===== src/rtl/uart_period_parser.sv =====
// Parses "P<digits><CR|LF>" commands from a UART byte stream into a PWM sine-step period.
// Optional acknowledge bytes ('K' accept / 'E' reject) are built only when UART_PERIOD_PARSER_ACK_EN is defined.
module uart_period_parser #(
    parameter int MAX_DIGITS     = 5,
    parameter int PERIOD_MIN     = 100,
    parameter int PERIOD_MAX     = 50000,
    parameter int DEFAULT_PERIOD = 1600
) (
    input  logic        clk1,
    input  logic        rst,
    input  logic [7:0]  rx_data,
    input  logic        rx_valid,
    input  logic        tx_busy,
    output logic [15:0] period,
    output logic        period_valid,
    output logic        err,
    output logic [7:0]  tx_data,
    output logic        tx_en
);

    localparam int          CW      = $clog2(MAX_DIGITS + 1);
    localparam logic [CW-1:0] MAX_CNT = CW'(MAX_DIGITS);
    localparam logic [16:0] MIN17   = 17'(PERIOD_MIN);
    localparam logic [16:0] MAX17   = 17'(PERIOD_MAX);
    localparam logic [7:0]  CH_P    = 8'h50;
    localparam logic [7:0]  CH_CR   = 8'h0D;
    localparam logic [7:0]  CH_LF   = 8'h0A;

    typedef enum logic {IDLE, NUM} state_t;

    state_t        state, state_next;
    logic [16:0]   acc, acc_next;
    logic [CW-1:0] count, count_next;
    logic          accept, reject;
    logic          is_digit, is_eol;
    logic [20:0]   acc_mul;

    always_ff @(posedge clk1) begin
        if (rst) begin
            state        <= IDLE;
            acc          <= 17'd0;
            count        <= '0;
            period       <= 16'(DEFAULT_PERIOD);
            period_valid <= 1'b0;
            err          <= 1'b0;
        end else begin
            state        <= state_next;
            acc          <= acc_next;
            count        <= count_next;
            period_valid <= accept;
            err          <= reject;
            if (accept) begin
                period <= acc[15:0];
            end
        end
    end

    always_comb begin
        state_next = state;
        acc_next   = acc;
        count_next = count;
        accept     = 1'b0;
        reject     = 1'b0;
        is_digit   = (rx_data >= 8'h30) && (rx_data <= 8'h39);
        is_eol     = (rx_data == CH_CR) || (rx_data == CH_LF);
        // Wide product so the saturation test sees the true value.
        acc_mul    = 21'(acc) * 21'd10 + 21'(rx_data[3:0]);

        if (rx_valid) begin
            case (state)
                IDLE: begin
                    if (rx_data == CH_P) begin
                        state_next = NUM;
                        acc_next   = 17'd0;
                        count_next = '0;
                    end
                end
                NUM: begin
                    if (rx_data == CH_P) begin
                        acc_next   = 17'd0;
                        count_next = '0;
                    end else if (is_digit) begin
                        if (count == MAX_CNT) begin
                            reject = 1'b1;
                        end else begin
                            acc_next   = (acc_mul > 21'h1FFFF) ? 17'h1FFFF : acc_mul[16:0];
                            count_next = count + CW'(1);
                        end
                    end else if (is_eol) begin
                        if (count == '0) begin
                            reject = 1'b1;
                        end else if ((acc >= MIN17) && (acc <= MAX17)) begin
                            accept = 1'b1;
                        end else begin
                            reject = 1'b1;
                        end
                    end else begin
                        reject = 1'b1;
                    end
                end
                default: state_next = IDLE;
            endcase
            if (accept || reject) begin
                state_next = IDLE;
            end
        end
    end

`ifdef UART_PERIOD_PARSER_ACK_EN
    logic       pend_full;
    logic [7:0] pend_byte;

    // A fresh ack outranks the clear from a byte leaving in the same cycle.
    always_ff @(posedge clk1) begin
        if (rst) begin
            pend_full <= 1'b0;
            pend_byte <= 8'h00;
        end else begin
            if (tx_en) begin
                pend_full <= 1'b0;
            end
            if (accept) begin
                pend_full <= 1'b1;
                pend_byte <= 8'h4B;
            end else if (reject) begin
                pend_full <= 1'b1;
                pend_byte <= 8'h45;
            end
        end
    end

    assign tx_en   = pend_full && !tx_busy;
    assign tx_data = tx_en ? pend_byte : 8'h00;
`else
    logic unused_tx_busy;
    assign unused_tx_busy = tx_busy;
    assign tx_en          = 1'b0;
    assign tx_data        = 8'h00;
`endif

endmodule


===== config.mk =====
export PLATFORM = sky130hd
export DESIGN_NAME = uart_period_parser
export DESIGN_NICKNAME = d
export VERILOG_FILES = /design/src/rtl/uart_period_parser.sv
export SDC_FILE = /design/constraint.sdc
export NUM_CORES = 1
export LEC_CHECK = 0
export BUFFER_PORTS_ARGS = -buffer_cell sky130_fd_sc_hd__clkbuf_2
export CAP_MARGIN = 20
export CORE_UTILIZATION = 31
export CTS_CLUSTER_SIZE = 16
export DETAILED_ROUTE_END_ITERATION = 7
export SLEW_MARGIN = 20
export SYNTH_ARGS = -nofsm -noshare
export SYNTH_HDL_FRONTEND = slang
export SYNTH_SLANG_ARGS = --single-unit

===== constraint.sdc =====
create_clock -name clk1 -period 3.8 [get_ports clk1]
set_input_delay 0.57 -clock clk1 [delete_from_list [all_inputs] [get_ports clk1]]
set_output_delay 0.57 -clock clk1 [all_outputs]
set_load 0.05 [all_outputs]

==> After elaboration in Yosys (flattened, before gate mapping) <==
Index checks and enable logic that the tools add are counted.
{ "op_classes": {"n_lt_le_gt_ge": 5, "bitwise_logic": 2, "eq_ne": 7, "add_sub_neg": 2, "multipliers": 1, "muxes": 30, "n_reduce_logical": 7} }
{ "op_table": {"columns": ["op", "n"], "rows": [
  ["17-bit two-way mux", 5],
  ["17-bit case mux with 2 select lines", 1],
  ["21-bit by 4-bit adder with 21-bit output", 1],
  ["21-bit by 17-bit > comparator with 1-bit output (second input constant)", 1],
  ["17-bit by 3-bit multiplier with 20-bit output (second input constant)", 1],
  ["1-bit two-way mux", 19],
  ["17-bit by 7-bit >= comparator with 1-bit output (second input constant)", 1],
  ["17-bit by 16-bit less-or-equal comparator with 1-bit output (second input constant)", 1],
  ["8-bit by 4-bit equality test with 1-bit output (second input constant)", 2],
  ["3-bit two-way mux", 4],
  ["8-bit by 7-bit equality test with 1-bit output (second input constant)", 1],
  ["8-bit by 6-bit >= comparator with 1-bit output (second input constant)", 1],
  ["8-bit by 6-bit less-or-equal comparator with 1-bit output (second input constant)", 1],
  ["3-bit case mux with 2 select lines", 1],
  ["4-bit AND reduction", 1],
  ["3-bit by 1-bit adder with 3-bit output (second input constant)", 1],
  ["3-bit equality test (second input constant)", 1],
  ["3-bit logical NOT", 1],
  ["3-bit by 1-bit != test with 1-bit output (second input constant)", 1],
  ["3-bit != test (second input constant)", 1],
  ["1-bit logical AND", 2],
  ["1-bit logical OR", 2],
  ["2-bit != test (second input constant)", 1],
  ["1-bit NOT", 2],
  ["2-bit OR reduction", 1]
]} }
{ "word_totals": {"register_bits": 39, "out_inout_bits": 27, "wordCells": 60, "input_bits": 12} }

==> Depth between registers and ports, before layout <==
Gate-level depths: netlist of run 1.
{ "logic_depth": {"word_depth": 11, "depth_mapped": 15, "depth_no_buf": 13} }

==> Worst setup path before layout of run 1 <==
No wires, ideal clock.
{ "synth_timing": {"kind": "flip-flop to flip-flop", "start": "reg acc[1]", "end": "reg acc[2]", "period_less_slack_ns": 3.309, "arrival_time_ns": 3.187, "setup_ns": 0.122, "path_slack_ns": 0.491, "path_buffers": 2, "path_stages_with_launch": 16, "t_required_ns": 3.678, "cell_sequence": "dfxtp_1 -> ha_1 -> ha_1 -> inv_1 -> fa_1 -> nor2b_2 -> o31a_1 -> xor2_1 -> nand2_1 -> or3_4 -> nor3_2 -> nand4bb_1 -> and3_1 -> buf_6 -> buf_6 -> a221o_1"} }
{ "synth_between": {"elab_chain_len": 8} }
{ "synth_lines": {"columns": ["item", "line", "text"], "rows": [
  ["start: declaration", "32", "logic [16:0] acc, acc_next;"],
  ["start signal: assignment", "48", "acc <= acc_next;"],
  ["17-bit by 3-bit multiplier with 20-bit output *", "67", "acc_mul = 21'(acc) * 21'd10 + 21'(rx_data[3:0]);"],
  ["21-bit by 4-bit adder with 21-bit output *", "67", null],
  ["21-bit by 17-bit > comparator with 1-bit output", "86", "acc_next = (acc_mul > 21'h1FFFF) ? 17'h1FFFF : acc_mul[16:0];"],
  ["17-bit two-way mux *", "86", null],
  ["17-bit two-way mux *", "83", "if (count == MAX_CNT) begin"],
  ["17-bit two-way mux *", "82", "end else if (is_digit) begin"],
  ["17-bit two-way mux *", "79", "if (rx_data == CH_P) begin"],
  ["17-bit case mux with 2 select lines *", "70", "case (state)"]
]} }
Every way passes the cells marked *; elsewhere a longest branch is shown, timed or not. The select of a mux whose other input is x is not followed.
A chain may end at the register's enable or synchronous reset.

==> Final worst setup path of run 1 <==
{ "layout_timing": {"start": "reg acc[7]", "end": "reg acc[3]"} }
{ "layout_between": {"elab_chain_len": 8} }
{ "layout_lines": {"columns": ["item", "line"], "rows": [
  ["17-bit by 3-bit multiplier with 20-bit output", "67"],
  ["21-bit by 4-bit adder with 21-bit output", "67"],
  ["21-bit by 17-bit > comparator with 1-bit output", "86"],
  ["17-bit two-way mux", "86"],
  ["17-bit two-way mux", "83"],
  ["17-bit two-way mux", "82"],
  ["17-bit two-way mux", "79"],
  ["17-bit case mux with 2 select lines", "70"]
]} }
No other way between the ends. The select of a mux whose other input is x is not followed.

==> impl.org, run 1 <==
** Status
- Result of the run :: complete, no violations

** Setup path
- CP startpoint kind :: flip-flop
- Worst reg2reg path depth :: 12
- For the worst setup path, the data required time is 3.98 ns.
- Crit Path Class :: reg -> reg
- In this run the critical register-to-register path is captured at acc[3].
- Along the worst path, the maximum fanout reaches 17.
- The worst setup path is captured at a flip-flop.
- R2R setup slack :: 0.29 ns
- The worst register-to-register path begins at acc[7].
- Crit path arrival time :: 3.68 ns

** Logic synthesis
- Proportion of register bits with asynchronous set or reset after synthesis :: 0
- The share of the Yosys chip area taken by registers is 0.253.
- Largest cells by area after synthesis :: sky130_fd_sc_hd__dfxtp_1, sky130_fd_sc_hd__ha_1, sky130_fd_sc_hd__a221o_1
- Warnings, synthesis :: 0
- The number of different library cells used by synthesis comes to 66.
- Summed over all instances, the cell type with the most area after synthesis is sky130_fd_sc_hd__dfxtp_1.
- Each instance of the synthesized netlist takes up on average 9.00 um2.
- For this run, the leading register cell type out of synthesis is sky130_fd_sc_hd__dfxtp_1.
- The synthesized design contains 0 enable-type register cells.
- Share of the synthesized area in the top cell type :: 0.253
- Flip-flop and latch count after synthesis :: 39
- Number of instances in the synthesized netlist :: 343
- The synthesized netlist occupies a cell area of 3090 um2.

** Floorplan
- Floorplan die area :: 10400 um2
- Placeable Area :: 9730 um2
- After floorplanning, the core was divided into 36 placement rows.
- 39 I/O pins were placed.
- Initial core utilization :: 0.317
- Die Y-Extent :: 102 um
- In this run the horizontal extent of the chip is 102 um.

** Global routing
- For this run, the total global-route usage over all layers was measured as 0.139.
- Overflow after GRT :: 0
- The initial antenna violation count came to 0.
- Pin count of the biggest net entering global routing :: 25
- Number of global-route vias before repair :: 2461
- The first global-routing pass estimated 11500 um of wire.

** Routing
- The final layout contains routed wiring with a total length of 6850 um.
- Detailed-route DRC error count :: 0
- Overall via count from detail_route :: 2554
- Number of vias per cell after detailed routing :: 5.07
- After detailed routing, the average wire length per cell comes to 13.6 um.
- Antenna viol nets, final :: 0
- Length of the first detailed-routing pass in iterations :: 4
- In this run, the number of DRC markers left after iteration 0 of detailed routing was 105.

** Cells and area
- Syn-to-layout area delta :: 10.0%
- Post-layout net count :: 420
- The number of antenna diodes in the final layout is 0.
- Once layout is complete, the utilization of the core stands at 0.349.
- After routing the design area is 3400 um2.
- Of the cells placed in the final design, the portion with a size suffix greater than 1 is 0.156.

** Timing
- Portion of the clock cycle consumed by the worst path in the final layout :: 0.923
- Once routing completed, OpenROAD measured the worst setup slack at 0.293 ns.
- RSZ-0062 raised after global routing :: false
- Worst slew slack as a fraction of its limit :: 0.537
- Final worst clock skew :: 0.00975 ns
- Transition time of the tightest slew-check pin :: 0.693 ns
- Number of max-slew violations in the final report :: 0
- Static timing analysis puts the maximum clock frequency at 0.285 GHz.
- In the final timing run, aggregate negative setup slack is 0 ns.
- Post-layout minimum cycle time :: 3.51 ns
- Final Hold Fails :: 0
- Setup violations remaining at the end of the flow were counted as 0.

** Worst hold path
- The worst hold path begins at period[9].
- Number of cells on the worst hold path :: 1
- Worst hold path class :: reg -> reg
- Hold Crit Endpoint :: period[9]

** CTS
- The root buffer cell chosen for the clock tree is sky130_fd_sc_hd__clkbuf_8.
- PostCTS Resize Cnt :: 0
- Post-CTS timing repair inserted 0 buffers for setup.
- Clock tree from TritonCTS :: built
- Worst skew pair latency :: 0.29 ns
- Hold bufs inserted after CTS :: 0
- In this run, CTS created clock tree buffers numbering 5.
- For this design, the sink count on the clock tree is 39.
- Deepest level of the CTS H-tree :: 2
- In this run the deepest clock path goes through 2 buffers.
- Clock transition time at the flip-flop clock pins of the worst setup and hold paths :: 0.07 ns

** Placement
- Placed instance area :: 3310 um2
- The HPWL after detailed placement is 5480 um.
- Input and output buffers added on the ports amount to 28.
- Post-Place Worst Slack :: 0.319 ns
- At the end of routability-driven placement, the weighted congestion stood at 0.825.

** Pwr
- Power spread over the standard cell area amounts to 211 nW/um2.
- For this design the static power due to leakage is 0.00162 uW.
- Across the VDD grid, the largest voltage drop is 0.000107 V.

** Job
- Maximum Capacitance Violations :: 0
[where the power goes]
part | switching (uW) | internal (uW) | total (uW)
sequential | 0.0195 | 408 | 408
clock | 139 | 129 | 268
combinational | 34.6 | 6.96 | 41.5
[metrics by stage]
step	instances	hold WS, ns	power (uW)
final	504	0.465	718
after global routing	504	0.487	747
after CTS	504	0.468	724
after detailed placement	496	0.451	459
after global placement	496	0.447	459
after floorplan	351	0.525	456
[flip-flops by register name, indices dropped and copies added (netlist names)]
name and count:
err 1, state 1, period_valid 1, count 3
period 16, acc 17
[synthesized netlist by cell type (9+ instances only)]
| cell type | count |
|---|---|
| sky130_fd_sc_hd__ha_1 | 36 |
| sky130_fd_sc_hd__xnor2_1 | 13 |
| sky130_fd_sc_hd__xor2_1 | 9 |
| sky130_fd_sc_hd__a21oi_1 | 10 |
| sky130_fd_sc_hd__nand2_1 | 15 |
| sky130_fd_sc_hd__buf_4 | 11 |
| sky130_fd_sc_hd__a221o_1 | 17 |
| sky130_fd_sc_hd__mux2i_1 | 14 |
| sky130_fd_sc_hd__dfxtp_1 | 39 |
| sky130_fd_sc_hd__inv_1 | 14 |
| sky130_fd_sc_hd__nor3_1 | 14 |
| sky130_fd_sc_hd__nor2_1 | 37 |
[critical path, cell delays in order, from the launching register on]
cell and delay (ns):
sky130_fd_sc_hd__dfxtp_1 0.48, sky130_fd_sc_hd__ha_1 0.29, sky130_fd_sc_hd__ha_1 0.42, sky130_fd_sc_hd__a21oi_4 0.26, sky130_fd_sc_hd__and2_1 0.18, sky130_fd_sc_hd__nand2_1 0.08
sky130_fd_sc_hd__o311ai_1 0.53, sky130_fd_sc_hd__and2b_4 0.29, sky130_fd_sc_hd__nand4_2 0.11, sky130_fd_sc_hd__o311ai_1 0.10, sky130_fd_sc_hd__and3_1 0.20, sky130_fd_sc_hd__buf_4 0.19
sky130_fd_sc_hd__a221o_1 0.27
[worst max path at each step]
stage | startpoint | to | depth (start not counted)
5_1_grt | acc[0] | acc[3] | 14
3_3_place_gp | acc[2] | acc[3] | 14
6_report | acc[7] | acc[3] | 12
4_1_cts | acc[2] | acc[3] | 14
3_5_place_dp | acc[8] | acc[0] | 12
2_1_floorplan | acc[1] | acc[2] | 15
[final cells by class]
| type | instances | area [um2] |
|---|---|---|
| fill | 1021 | 6330 |
| multi-input combinational | 275 | 2120 |
| sequential | 39 | 781 |
| timing repair buffer | 35 | 193 |
| tap | 133 | 166 |
| clock buffer | 7 | 76.3 |
| inverter | 14 | 52.6 |
| clock inverter | 1 | 5.00 |
[kinds of logic (layout without fill, tap and decap cells)]
| group | Yosys count | count (layout) | share of synthesized area |
|---|---|---|---|
| multiplexers | 14 | 14 | 0.0454 |
| flip-flops | 39 | 39 | 0.253 |
| XOR/XNOR | 22 | 22 | 0.0624 |
| adder cells (fa/ha/maj) | 38 | 38 | 0.159 |
| AO/OA/AOI/OAI | 78 | 78 | 0.210 |
| buffers and inverters | 37 | 57 | 0.0701 |
| AND/OR/NAND/NOR | 114 | 114 | 0.199 |
| other | 1 | 9 | 0.00121 |
[cell usage in the layout (no fill, tap or decap), drive strengths merged, types with 2 or more instances in the layout]
cell type / Yosys / routed
a2111oi: 2 / 2
a211o: 3 / 3
a211oi: 3 / 3
a21o: 8 / 8
a21oi: 12 / 12
a221o: 17 / 17
a22oi: 2 / 2
a31oi: 3 / 3
and2: 5 / 5
buf: 17 / 7
clkbuf: 4 / 35
conb: 1 / 9
dfxtp: 39 / 39
fa: 2 / 2
ha: 36 / 36
inv: 14 / 14
mux2i: 14 / 14
nand2: 16 / 16
nand2b: 4 / 4
nand3: 8 / 8
nand3b: 3 / 3
nand4: 6 / 6
nor2: 38 / 38
nor2b: 2 / 2
nor3: 15 / 15
nor3b: 2 / 2
nor4: 6 / 6
o211ai: 4 / 4
o21a: 2 / 2
o21ai: 9 / 9
o311ai: 3 / 3
o41ai: 2 / 2
or3: 4 / 4
xnor2: 13 / 13
xor2: 9 / 9
[metal layers]
| metal | global-route usage | vias to the layer above | wire (um) |
|---|---|---|---|
| li1 | - | 1315 | - |
| met1 | 0.173 | 1205 | 3270 |
| met2 | 0.252 | 30 | 3410 |
| met3 | 0.0166 | 4 | 110 |
| met4 | 0.0368 | 0 | 54 |
| met5 | 0 | - | 0 |
No activity file was read; power rests on OpenSTA's default activity.
==> run 2: changes to the inputs <==
Settings changed: CELL_PAD_IN_SITES_DETAIL_PLACEMENT from default to 0, CELL_PAD_IN_SITES_GLOBAL_PLACEMENT from default to 1, PLACE_DENSITY_LB_ADDON from default to 0.1.
==> run 2 against run 1 <==
  * Combinational power is 4% higher
  * Setup slack worse by 0.027 ns
  * Final cell count is 0.79% higher
  * Fmax down 0.78%
  * Sequential share of layout area fell by 0.19 points
  * Total power down 0.14%
  * Die area did not move
  * Clock skew shrank 0.0041 ns
==> impl.org, run 2 (synthesis gave the netlist of run 1 again) <==
** Worst hold path
- Hold wc startpoint :: period[6]
- The min-delay analysis places its worst path in the category reg -> reg.

** Timing
- The total count of hold-check failures in the final report was 0.
- Post-layout minimum cycle time :: 3.53 ns
- Final worst clock skew :: 0.00563 ns
- Setup ws final :: 0.266 ns
- Setup violations, final :: 0
- Sum of negative setup slack :: 0 ns
- In this run the tightest slew margin relative to its limit is 0.646.
- The final max-slew violation count came to 0.
- Peak clock frequency supported by timing :: 0.283 GHz
- Transition time of the tightest slew-check pin :: 0.532 ns
- Portion of the clock cycle consumed by the worst path in the final layout :: 0.930
- RSZ-0062 raised after global routing :: false

** Placement
- Final GP Congestion :: 0.719
- PortBufs :: 28
- Post-Place Worst Slack :: 0.0974 ns
- Sum of net half-perimeters after detailed placement :: 5900 um

** Setup path
- The worst setup path is captured at a flip-flop.
- Most common cell on crit path :: sky130_fd_sc_hd__ha_1
- Data on the critical path is required at its endpoint by 3.97 ns.
- In this design, the stage delay of the slowest critical-path cell is 0.47 ns.
- CP startpoint kind :: flip-flop
- By startpoint and endpoint, the worst setup path is classified as reg -> reg.
- Maximum fanout encountered on the critical timing path :: 17
- Beginning of the worst register-to-register path :: acc[2]
- CP max-delay cell :: sky130_fd_sc_hd__dfxtp_1
- Launching instance or port of the critical path :: acc[2]
- For the worst setup path, the data arrival time is 3.71 ns.
- The signal on the critical path passes through ha_1, ha_1, inv_1, fa_1, nor2b_2, o31a_1, a31oi_1, a2111oi_4, and2b_4, nand4_2, nand4bb_1, and3_2, a221o_1.

** Global routing
- The initial antenna violation count came to 0.
- Global-route wire length before repair :: 12400 um
- The number of global-route vias before repair came to 2449.
- For this run the aggregate overflow at the end of global routing stands at 0.
- In the global route stage, overall resource usage came out at 0.154.
- Pin count of the biggest net entering global routing :: 25

** CTS
- The longest clock path from root to sink contains 2 buffers.
- Clock tree from TritonCTS :: built
- Root Buffer Master :: sky130_fd_sc_hd__clkbuf_8
- CTS Buf Count :: 5
- At the later pin of the worst-skew pair, clock insertion delay measures 0.28 ns.
- After clock tree synthesis, the clock-pin slew on the worst setup and hold paths is 0.07 ns.
- CTS sink cnt :: 39
- Deepest level of the CTS H-tree :: 2
- Hold bufs inserted after CTS :: 0

** Routing
- Antenna viol nets, final :: 0
- After detailed routing, the number of vias per cell comes to 4.90.
- The final layout contains routed wiring with a total length of 7410 um.
- The first routing iteration left 65 violations.
- Detailed-route DRC error count :: 0
- Overall via count from detail_route :: 2488
- Average detailed-routed wire length per instance :: 14.6 um
- The pre-antenna-repair detailed-routing pass consisted of 4 iterations.

** Cells and area
- The repair_antennas step left the layout with diodes totalling 0.
- Filler instances :: 1020
- The net count of the finished layout is 424.
- Across the whole layout, storage elements account for 781 um2.
- The register with the most flip-flops in the layout has 17 of them.
- Counting flops per register, the top entry is acc.
- Syn-to-layout area delta :: 10.9%
- In the layout the commonest cells are sky130_fd_sc_hd__dfxtp_1, sky130_fd_sc_hd__nor2_1, sky130_fd_sc_hd__ha_1.
- The largest registers in the layout are acc (17), period (16), count (3).
- Ratio of cells with drive above 1 in the final layout :: 0.165
- Most common cell after layout, fill and taps aside :: sky130_fd_sc_hd__dfxtp_1
- Area of combinational cells with multiple inputs :: 2120 um2

** Floorplan
- 39 I/O pins were placed.
- Std-Cell Rows :: 36
- Die outline width :: 102 um
- Initial core utilization :: 0.317
- The die is 102 um tall.
- After floorplanning, the core was sized to cover 9730 um2.
- The floorplan step defined a die boundary enclosing 10400 um2.

** Status
- Result of the run :: complete, no violations

** Pwr
- The worst-case IR drop observed on VDD is 0.000124 V.
- In this run the power density over the cells is 209 nW/um2.
- The analysis attributes to cell leakage a power of 0.00164 uW.

** Job
- Maximum Capacitance Violations :: 0
## run 2: cell count changes in the layout (fill, tap and decap cells not counted), sizes merged
cell,change
buf,+4
## run 2: path summary, 6_finish.rpt
kind / depth (start not counted) / slack (ns) / endpoint
hold / removal: 1 / 0.46 / period[6]
setup / recovery: 13 / 0.27 / acc[11]
hold reg to reg: 1 / 0.46 / period[6]
setup reg to reg: 13 / 0.27 / acc[11]
## run 2: stage by stage
| step | area (um2) | instances | hold slack, ns | total power, uW | util |
|---|---|---|---|---|---|
| after global placement | 3340 | 500 | 0.445 | 461 | 0.344 |
| after global routing | 3430 | 508 | 0.502 | 748 | 0.352 |
| after CTS | 3420 | 508 | 0.468 | 729 | 0.352 |
| after floorplan | 3120 | 351 | 0.525 | 456 | - |
| after detailed placement | 3340 | 500 | 0.450 | 462 | 0.344 |
| final | 3430 | 508 | 0.462 | 717 | 0.352 |
## run 2: cell type report
class                           instances  share of cell area
Tap cell                              133              0.0486
Clock buffer                            7              0.0223
Timing Repair Buffer                   39              0.0650
Inverter                               14              0.0153
Sequential cell                        39               0.228
Clock inverter                          1             0.00146
Multi-Input combinational cell        275               0.619
## run 2: per-layer routing
metal | share of wire | track usage | wire [um] | vias up
met5 | 0 | 0 | 0 | -
met4 | 0.012 | 0.0401 | 87 | 0
met3 | 0.030 | 0.0193 | 223 | 7
met2 | 0.45 | 0.263 | 3320 | 34
met1 | 0.51 | 0.204 | 3780 | 1123
li1 | - | - | - | 1324
## run 2: power by group
part | internal, uW | switching [uW]
clock network | 129 | 136
logic | 7.54 | 35.8
registers | 408 | 0.0203
total | 545 | 172
## run 2: timing repair
action | in CTS | in global routing
buffers inserted | 0 | 0
resized for setup | 0 | 1
setup endpoints to repair | 0 | 17
## run 2: critical path, delay by kind of cell (launching register included)
family | cells | cell delay, ns
and+or+nand+nor | 5 | 1.05
DFF | 1 | 0.47
buffers and inverters | 1 | 0.05
AOI/OAI and AO/OA | 4 | 1.00
adders and majority gates | 3 | 0.83
